$ cat src/rtl/fsm_trace_recorder.sv
// Records each change of the observed {x,y} FSM outputs, timestamped, into a FWFT FIFO read via valid/ready.
// Entry visible one edge after its sample; full FIFO drops new entries and sets a sticky overflow. Macro TRACE_DELTA_TS_EN selects delta timestamps.
module fsm_trace_recorder #(
    parameter int DEPTH = 8,
    parameter int TS_W  = 8
) (
    input  logic                     clk,
    input  logic                     rst,
    input  logic [1:0]               x,
    input  logic                     y,
    input  logic                     en,
    input  logic                     clear,
    input  logic                     rd_ready,
    output logic                     rd_valid,
    output logic [TS_W+2:0]          rd_data,
    output logic [$clog2(DEPTH):0]   count,
    output logic                     overflow
);

    localparam int AW = $clog2(DEPTH);
    localparam int EW = TS_W + 3;
    localparam logic [AW:0] FULL_CNT = (AW+1)'(DEPTH);

    localparam logic [1:0] S_IDLE = 2'd0;
    localparam logic [1:0] S_ARM  = 2'd1;
    localparam logic [1:0] S_RUN  = 2'd2;

    logic [1:0]      state_q, state_d;
    logic [2:0]      prev_q, prev_d;
    logic [TS_W-1:0] ts_q, ts_d;
    logic [TS_W-1:0] ts_field;
    logic [AW-1:0]   wr_ptr_q, wr_ptr_d;
    logic [AW-1:0]   rd_ptr_q, rd_ptr_d;
    logic [AW:0]     count_q, count_d;
    logic            ovf_q, ovf_d;
    logic [EW-1:0]   mem_q [DEPTH];

    logic [2:0] sample;
    logic       push_req;
    logic       pop;
    logic       full;
    logic       do_push;
    logic       drop;

    assign sample = {x, y};

    // ---------------------------------------------------------------
    // Capture FSM
    // ---------------------------------------------------------------
    always_comb begin
        state_d = state_q;
        case (state_q)
            S_IDLE:  if (en) state_d = S_ARM;
            S_ARM:   state_d = en ? S_RUN : S_IDLE;
            S_RUN:   if (!en) state_d = S_IDLE;
            default: state_d = S_IDLE;
        endcase
        if (clear) begin
            state_d = S_IDLE;
        end
    end

    // ARM records the baseline unconditionally; RUN records only changes.
    always_comb begin
        push_req = 1'b0;
        if (en) begin
            if (state_q == S_ARM) begin
                push_req = 1'b1;
            end else if (state_q == S_RUN && sample != prev_q) begin
                push_req = 1'b1;
            end
        end
    end

    always_comb begin
        prev_d = prev_q;
        if (en && (state_q == S_ARM || state_q == S_RUN)) begin
            prev_d = sample;
        end
    end

    // ---------------------------------------------------------------
    // Timestamp
    // ---------------------------------------------------------------
`ifdef TRACE_DELTA_TS_EN
    // Cycles since the last recorded (or dropped) entry, saturating.
    always_comb begin
        ts_d = ts_q;
        if (clear) begin
            ts_d = '0;
        end else if (push_req) begin
            ts_d = TS_W'(1);
        end else if (state_q != S_IDLE && ts_q != {TS_W{1'b1}}) begin
            ts_d = ts_q + TS_W'(1);
        end
    end

    assign ts_field = (state_q == S_ARM) ? '0 : ts_q;
`else
    always_comb begin
        ts_d = ts_q;
        if (clear) begin
            ts_d = '0;
        end else if (state_q != S_IDLE) begin
            ts_d = ts_q + TS_W'(1);
        end
    end

    assign ts_field = ts_q;
`endif

    // ---------------------------------------------------------------
    // FIFO control
    // ---------------------------------------------------------------
    assign rd_valid = (count_q != '0);
    assign full     = (count_q == FULL_CNT);
    assign pop      = rd_valid & rd_ready;
    // A pop in the same cycle frees the slot, so a full FIFO still accepts.
    assign do_push  = push_req & (~full | pop);
    assign drop     = push_req & full & ~pop;

    always_comb begin
        wr_ptr_d = wr_ptr_q;
        rd_ptr_d = rd_ptr_q;
        count_d  = count_q;
        ovf_d    = ovf_q;
        if (clear) begin
            wr_ptr_d = '0;
            rd_ptr_d = '0;
            count_d  = '0;
            ovf_d    = 1'b0;
        end else begin
            if (do_push) begin
                wr_ptr_d = wr_ptr_q + AW'(1);
            end
            if (pop) begin
                rd_ptr_d = rd_ptr_q + AW'(1);
            end
            case ({do_push, pop})
                2'b10:   count_d = count_q + (AW+1)'(1);
                2'b01:   count_d = count_q - (AW+1)'(1);
                default: count_d = count_q;
            endcase
            if (drop) begin
                ovf_d = 1'b1;
            end
        end
    end

    // ---------------------------------------------------------------
    // State registers
    // ---------------------------------------------------------------
    always_ff @(posedge clk or negedge rst) begin
        if (!rst) begin
            state_q  <= S_IDLE;
            prev_q   <= '0;
            ts_q     <= '0;
            wr_ptr_q <= '0;
            rd_ptr_q <= '0;
            count_q  <= '0;
            ovf_q    <= 1'b0;
        end else begin
            state_q  <= state_d;
            prev_q   <= prev_d;
            ts_q     <= ts_d;
            wr_ptr_q <= wr_ptr_d;
            rd_ptr_q <= rd_ptr_d;
            count_q  <= count_d;
            ovf_q    <= ovf_d;
        end
    end

    // Storage needs no reset: rd_data is masked while the FIFO is empty.
    always_ff @(posedge clk) begin
        if (do_push && !clear) begin
            mem_q[wr_ptr_q] <= {ts_field, sample};
        end
    end

    assign rd_data  = rd_valid ? mem_q[rd_ptr_q] : '0;
    assign count    = count_q;
    assign overflow = ovf_q;

endmodule

$ cat config.mk
export PLATFORM = sky130hd
export DESIGN_NAME = fsm_trace_recorder
export DESIGN_NICKNAME = d
export VERILOG_FILES = /design/src/rtl/fsm_trace_recorder.sv
export SDC_FILE = /design/constraint.sdc
export NUM_CORES = 1
export LEC_CHECK = 0
export CAP_MARGIN = 25
export CORE_MARGIN = 5
export CORE_UTILIZATION = 45
export DETAILED_ROUTE_END_ITERATION = 12
export PLACE_DENSITY = 0.63
export SLEW_MARGIN = 0
export SYNTH_ARGS = -nofsm -noshare
export SYNTH_HDL_FRONTEND = slang
export SYNTH_SLANG_ARGS = --single-unit
export TNS_END_PERCENT = 5
$ cat constraint.sdc
create_clock -name clk -period 3 [get_ports clk]
set_input_delay 0.75 -clock clk [delete_from_list [all_inputs] [get_ports clk]]
set_output_delay 0.75 -clock clk [all_outputs]
set_load 0.005 [all_outputs]
; Yosys cells after proc, flatten, opt, wreduce, memory -nomap -nowiden
; Memory sizes are Yosys's and may differ from the RTL's.
; Index checks and enable logic that the tools add are counted.
[word_totals]
wordCells = 63
regBits = 24
latchBits = 0
mem_bits_rw = 88
romBits = 0
mem_count = 1
output_inout_bits = 17
[memory_table]
columns = memory, depth, width, read_ports, rd_clocked_by_memory_dff, wr, line
row1 = mem_q, 8, 11, 1, 0, 1, 36  ; logic [EW-1:0] mem_q [DEPTH];
[op_classes]
eq_ne = 8
n_mul = 0
n_div = 0
muxes = 21
n_shift = 0
n_reduce_logical = 14
bitwise_logic = 7
order_cmp = 0
add_sub_neg = 5
[ops]
columns = cell, n
row1 = $mux W8, 2
row2 = $mux W3, 4
row3 = $mux W11, 1
row4 = $reduce_bool A2 Y1, 5
row5 = $add A8 B1 Y8 const B, 1
row6 = $mux W2, 4
row7 = $pmux W4 S2, 1
row8 = $mux W1, 7
row9 = $add A3 B1 Y3 const B, 2
row10 = $ne A3 B3 Y1 const B, 2
row11 = $pmux W2 S3, 1
row12 = $add A4 B1 Y4 const B, 1
row13 = $and A1 B1 Y1, 4
row14 = $eq A2 B1 Y1 const B, 2
row15 = $eq A2 B2 Y1 const B, 2
row16 = $eq A4 B4 Y1 const B, 1
row17 = $mux W4, 1
row18 = $reduce_bool A4 Y1, 1
row19 = $sub A4 B1 Y4 const B, 1
row20 = $logic_and A1 B1 Y1, 3
row21 = $ne A3 B3 Y1, 1
row22 = $reduce_bool A3 Y1, 1
row23 = $logic_not A2 Y1, 1
row24 = $not A1 Y1, 2
row25 = other kinds (4), 4

; Longest topological paths before layout
; Gate-level depths: netlist of the first run.
[logic_depth]
word_depth = 9
ltp_mapped = 12
ltp_nobuf = 11

; Worst setup path before layout of the first run
; Ideal clock, no wire load.
[synth_path]
path_type = input to register
from = input x[0]
to = memory mem_q[4][0] (netlist name), enable pin
arrival_ns = 2.835
cell_stages = 6
path_slack_ns = -0.243
required_ns = 2.592
path_cell_list = xnor2_1 > a41oi_1 > and2_4 > buf_6 > nand2_1 > nor4_1
[synth_via]
elab_chain_cells = 9
[synth_rtl]
columns = element, line
row1 = "start, declared", 9  ; input logic [1:0] x,
row2 = $ne A3 B3 Y1, 69  ; end else if (state_q == S_RUN && sample != prev_q) begin
row3 = $logic_and A1 B1 Y1, 69
row4 = $mux W1, 69
row5 = $mux W1, 67  ; if (state_q == S_ARM) begin
row6 = $mux W1, 66  ; if (en) begin
row7 = $and A1 B1 Y1, 119  ; assign do_push = push_req & (~full | pop);
row8 = $logic_and A1 B1 Y1, 175  ; if (do_push && !clear) begin
row9 = $mux W1, 175
row10 = $mux W1 (not written as such), 176  ; mem_q[wr_ptr_q] <= {ts_field, sample};
row11 = "end, declared", 36
; No other way between the ends.

; Final worst setup path of the first run
[layout_path]
from = register rd_ptr_q[0]
to = output rd_data[6]
[layout_via]
elab_chain_cells = 2
[layout_rtl]
columns = element, line
row1 = "start, declared", 33  ; logic [AW-1:0] rd_ptr_q, rd_ptr_d;
row2 = "start signal, assigned", 167  ; rd_ptr_q <= rd_ptr_d;
row3 = $mem_v2 Z8 W11, -
row4 = $mux W11, 180  ; assign rd_data = rd_valid ? mem_q[rd_ptr_q] : '0;
row5 = "end, declared", 15  ; output logic [TS_W+2:0] rd_data,
; No other way between the ends.

==> reports/metrics.cfg, run 1 <==
[outcome]
outcome=finished clean

[critical_path]
worstPathRequired_ps=2250
worst_setup_path_end_kind=output pin
worstPathMaxFanout=8
worst-endpoint-arrival_ps=2170
start_kind=register
rrSetupSlack_ps=270
crit_type=register to output pin

[sta]
finalHoldViolCount=0
worst_pin_slew_ps=399
finalCriticalPeriod_ps=2920
setup_tns_ps=0
setup_viol=0
finClkSkew_ps=12.5
final_max_slew_viol_count=0
fin_hold_ws_ps=513
fmax_ghz=0.343
min_period_over_period_pct=97.2
grt_setup_unrepaired=no
slew_headroom_pct=73.2

[detailed_routing]
remaining_drc_errors=0
ant_nets=0
routedWlPerCell_um=18.2
routed_via_density=5.23
first_pass_iters=4
drtIter0Drc=127
vias=2468
drt_wl_total_um=8590

[place]
place_inst=455
io_buffer_count=24
hpwl_um=5870
placed_area_um2=5320
gp_congestion=0.741

[synthesis]
syn_area_um2=4700
ys_types=39
synthCells=274
synthFlopType=edfxtp_1
synth_seq_cells=112
syn_avg_cell_area_um2=17.2
synth-seq-area-share_pct=69.0
synth_edf_count=88
synth_fp_nets=291
synthArstFlopShare_pct=21.4
yosysWarnings=0

[power_and_ir_drop]
peakVddDrop_mv=0.426
p_leak_uw=0.00212
power_density_nw_per_um2=688
power.total_uw=3850

[clock_network]
clock_latency_ps=370
cts.reportedPaths.clkPinSlew_ps=100
clock-sinks=112
cts_buffer_depth=2
cts_buffers=9
ctsHoldBuffers=0
htreeDepth=3
cts_setup_buffers=0
cts_root_buf=clkbuf_8
tritoncts=done

[die]
fp-row-count=37
die_w_um=112
start_util_pct=45.7
die_area_um2=12600
coreArea_um2=10300
die_h_um=112
io_pins=25

[cells_and_area]
antenna_cells=0
fin_nets=348
drive_gt1_share_pct=25.6
area.growth.synth_to_final_pct=19.1
fillers=843
postLayoutCellArea_um2=5600
stdcell_count=472

[grt]
grt_max_degree=26
antenna_found_initial=0
grt.overflow.total=0
grt_pass1_vias=2624
grt_pass1_wl_um=14100
grtUsageTotal_pct=14.6

[worst_hold_path]
hold_path_class=register to register

[job]
drv_cap=0

where the power goes:
group	internal [uW]	leakage [uW]	switching (uW)	total (uW)
Clock	407	0.000106	513	920
Combinational	640	0.000885	489	1130
Sequential	1730	0.00113	75.5	1800
cells by family after synthesis:
logic type	synth area share, %
AOI/OAI and AO/OA	1.25
DFF	69.0
and+or+nand+nor	6.95
buffers and inverters	1.65
xor gates and xnor gates	2.98
muxes	15.6
adders and majority gates	2.56
metrics by stage:
stage          setup WS, ps  util, %
6_report               83.9     54.5
5_1_grt                10.7     54.5
4_1_cts                1.58     53.9
3_5_place_dp          -49.1     51.8
3_3_place_gp           44.8     51.8
2_1_floorplan          -173        -
cells in the mapped netlist (2+ instances only):
library cell,number,area [um2]
xnor2_1,7,61.3
mux4_2,22,495
a21oi_1,4,20.0
edfxtp_1,88,2640
nor2b_1,4,25.0
nand3_1,6,30.0
o21ai_0,2,10.0
buf_2,2,10.0
mux2_2,3,33.8
ha_1,8,100
clkbuf_1,7,26.3
dfrtp_1,24,601
nor2_1,37,139
buf_6,2,22.5
nand2_1,5,18.8
nor3_1,3,15.0
inv_1,3,11.3
mux2i_1,18,180
xor2_1,9,78.8
flip-flops by register name, indices dropped and copies added (netlist names):
signal,cells
prev_q,3
rd_ptr_q,3
overflow,1
wr_ptr_q,3
state_q,2
ts_field,8
mem_q,88
count,4
layer usage:
layer  track usage (%)  part of all wire (%)  up-vias
li1                  -                     -     1158
met1              18.8                    43     1260
met2              24.7                    53       42
met3              3.56                   3.6        8
met4              4.09                  0.88        0
met5                 0                     0        -
final cells by class:
type	count	area (um2)	share of cell area, %
Inverter	4	15.0	0.268
Sequential cell	112	3240	58.0
Timing Repair Buffer	58	561	10.0
Multi-Input combinational cell	146	1400	24.9
Tap cell	136	170	3.04
Clock buffer	10	128	2.28
Clock inverter	6	83.8	1.50
layout by cell type (no fill, tap or decap), drive strengths merged, types with 5 or more instances in the layout:
cell,netlist,final
xor2,9,9
buf,5,33
ha,8,8
mux4,22,22
inv,4,7
dfrtp,24,24
clkbuf,7,11
dlymetal6s2s,0,8
xnor2,7,7
edfxtp,88,88
clkdlybuf4s50,0,15
nand2,5,5
nand3,6,6
mux2i,19,19
nor2,38,38
worst max-delay path: stages (launching register included):
cell and delay [ps]:
dfrtp_2 480, clkbuf_16 210, mux4_2 500, mux2i_1 130
nor2_1 50, clkdlybuf4s50_1 440
path summary, 6_finish.rpt:
check	depth (start not counted)	startpoint	end
hold / removal	2	overflow	overflow
setup reg to reg	11	count[0]	count[3]
setup / recovery	5	rd_ptr_q[0]	rd_data[6]
min in group asynchronous	2	rst	overflow
max in group asynchronous	2	rst	rd_ptr_q[0]
hold reg to reg	2	overflow	overflow
what timing repair did:
action / 4_1_cts / 5_1_grt
endpoints found under the hold margin: 0 / 0
gates resized for setup: 3 / 12
gates cloned: 0 / 1
setup endpoints to repair: 1 / 10
Note: power is estimated with default switching activity, not from simulation.
==> run 2, diff against run 1 <==
SETUP_SLACK_MARGIN = 0.05   (was default)
==> reports/metrics.cfg, run 2 (same netlist as run 1, synthesis figures left out) <==
[die]
io_pins=25  ; unchanged
start_util_pct=45.7  ; unchanged
fp-row-count=37  ; unchanged
coreArea_um2=10300  ; unchanged
die_w_um=112  ; unchanged
die_h_um=112  ; unchanged
die_area_um2=12600  ; unchanged

[clock_network]
cts_setup_buffers=0  ; unchanged
cts_buffers=9  ; unchanged
cts_buffer_depth=2  ; unchanged
tritoncts=done  ; unchanged
htreeDepth=3  ; unchanged
clock-sinks=112  ; unchanged
cts_root_buf=clkbuf_8  ; unchanged
clock_latency_ps=370  ; about the same
cts.reportedPaths.clkPinSlew_ps=100  ; about the same

[sta]
min_period_over_period_pct=92.3  ; was 97.2%
final_max_slew_viol_count=0  ; unchanged
worst_pin_slew_ps=399  ; unchanged
slew_headroom_pct=73.2  ; unchanged
grt_setup_unrepaired=no  ; unchanged
finalCriticalPeriod_ps=2770  ; was 2920 ps
fmax_ghz=0.361  ; was 0.343 GHz
finalHoldViolCount=0  ; unchanged
setup_tns_ps=0  ; unchanged
finClkSkew_ps=12.5  ; about the same
setup_viol=0  ; unchanged

[critical_path]
crit_type=register to output pin  ; unchanged
crit_path_start=rd_ptr_q[0]  ; unchanged
crit-reg2reg-capture=count[3]  ; unchanged
start_kind=register  ; unchanged
worst-endpoint-arrival_ps=2020  ; was 2170 ps
rr_worst_depth=11  ; unchanged
worstPathMaxFanout=8  ; unchanged
rrSetupSlack_ps=290  ; was 270 ps
worst_setup_path_end_kind=output pin  ; unchanged
cp-endpoint=rd_data[5]  ; was rd_data[6]
r2r-start=count[0]  ; unchanged
worstPathRequired_ps=2250  ; about the same

[detailed_routing]
vias=2466  ; was 2468
routedWlPerCell_um=18.2  ; about the same
drtIter0Drc=127  ; unchanged
drt_wl_total_um=8590  ; about the same
routed_via_density=5.22  ; was 5.23
ant_nets=0  ; unchanged
remaining_drc_errors=0  ; unchanged
first_pass_iters=4  ; unchanged

[cells_and_area]
layout_common_cells=edfxtp_1 (88), nor2_1 (37), buf_4 (30)  ; unchanged
antenna_cells=0  ; unchanged
fin_nets=348  ; unchanged
largest_register=mem_q  ; unchanged
drive_gt1_share_pct=25.9  ; was 25.6%
area.growth.synth_to_final_pct=19.2  ; was 19.1%
post-route-util_pct=54.5  ; about the same
largest_reg_flops=88  ; unchanged
final_common_cell=edfxtp_1  ; unchanged

[power_and_ir_drop]
clkPwrFrac_pct=23.9  ; about the same
power_density_nw_per_um2=687  ; was 688 nW/um2
p_int_uw=2770  ; was 2780 uW
p_seq_share_pct=46.9  ; was 46.8%
p_switching_uw=1080  ; about the same
power.total_uw=3850  ; about the same
swShare_pct=28.0  ; about the same
p_comb_share_pct=29.2  ; was 29.3%
p_leak_uw=0.00215  ; was 0.00212 uW
peakVddDrop_mv=0.427  ; was 0.426 mV

[grt]
antenna_found_initial=0  ; unchanged
grt_pass1_wl_um=14100  ; unchanged
grt_pass1_vias=2624  ; unchanged
grt.overflow.total=0  ; unchanged
grt_max_degree=26  ; unchanged
grtUsageTotal_pct=14.6  ; unchanged

[job]
drv_cap=0  ; unchanged

[worst_hold_path]
hold_path_class=register to register  ; unchanged
hold_start=overflow  ; unchanged

[place]
hpwl_um=5870  ; unchanged
io_buffer_count=24  ; unchanged
gp_congestion=0.741  ; unchanged

[outcome]
outcome=finished clean  ; unchanged

## run 2: cell types whose count changed in the layout (fill, tap and decap cells not counted)
cell / previous run / this run
dlymetal6s2s_1: 8 / 10
dfrtp_1: 23 / 22
dfrtp_2: 1 / 2
clkdlybuf4s50_1: 15 / 13
## run 2: worst max-delay path: stages, from the launching register on
cell and delay [ps]:
dfrtp_2 480, buf_12 170, mux4_2 520, mux2i_2 180, nor2_1 50, dlygate4sd2_1 260
## run 2: power by group through the flow
| stage | sequential [uW] | clock (uW) | combinational (uW) |
|---|---|---|---|
| 2_1_floorplan | 1820 | 0 | 625 |
| 3_3_place_gp | 1830 | 0 | 1150 |
| 3_5_place_dp | 1830 | 0 | 1150 |
| 4_1_cts | 1800 | 945 | 1150 |
| 5_1_grt | 1820 | 1030 | 1240 |
| 6_report | 1810 | 921 | 1120 |
## run 2: per-layer routing
metal / wire length [um] / part of all wire, % / GRT usage, %
met5: 0 / 0 / 0
met4: 76 / 0.88 / 4.09
met3: 312 / 3.6 / 3.56
met2: 4530 / 53 / 24.7
met1: 3670 / 43 / 18.8
## run 2: final cells by class
| type | instances | area, um2 |
|---|---|---|
| multi-input cells | 146 | 1400 |
| flip-flops and latches | 112 | 3250 |
| clock inverters | 6 | 83.8 |
| inverters | 4 | 15.0 |
| fillers | 841 | 4670 |
| clock buffers | 10 | 128 |
| repair buffers | 58 | 566 |
| well taps | 136 | 170 |
## run 2: how the worst min path moves through the flow
stage,slack [ps],endpoint,cells past startpoint
2_1_floorplan,450,count[0],0
3_3_place_gp,480,overflow,2
3_5_place_dp,500,overflow,2
4_1_cts,520,overflow,2
5_1_grt,550,overflow,2
6_report,510,overflow,2
## run 2: what timing repair did
| item | CTS | global route |
|---|---|---|
| pin swaps | 0 | 0 |
| hold buffers | 0 | 0 |
| resized for setup | 3 | 15 |
| gates cloned | 0 | 1 |
| hold endpoints to repair | 0 | 0 |
| setup endpoints to repair | 10 | 10 |
## run 2: through the flow
step	instances	worst slack, ps	cell area (um2)	hold WS, ps
3_5_place_dp	455	-49.1	5320	499
2_1_floorplan	274	-173	4710	454
4_1_cts	471	1.58	5540	523
6_report	472	231	5600	513
3_3_place_gp	455	44.8	5320	484
5_1_grt	472	117	5600	553
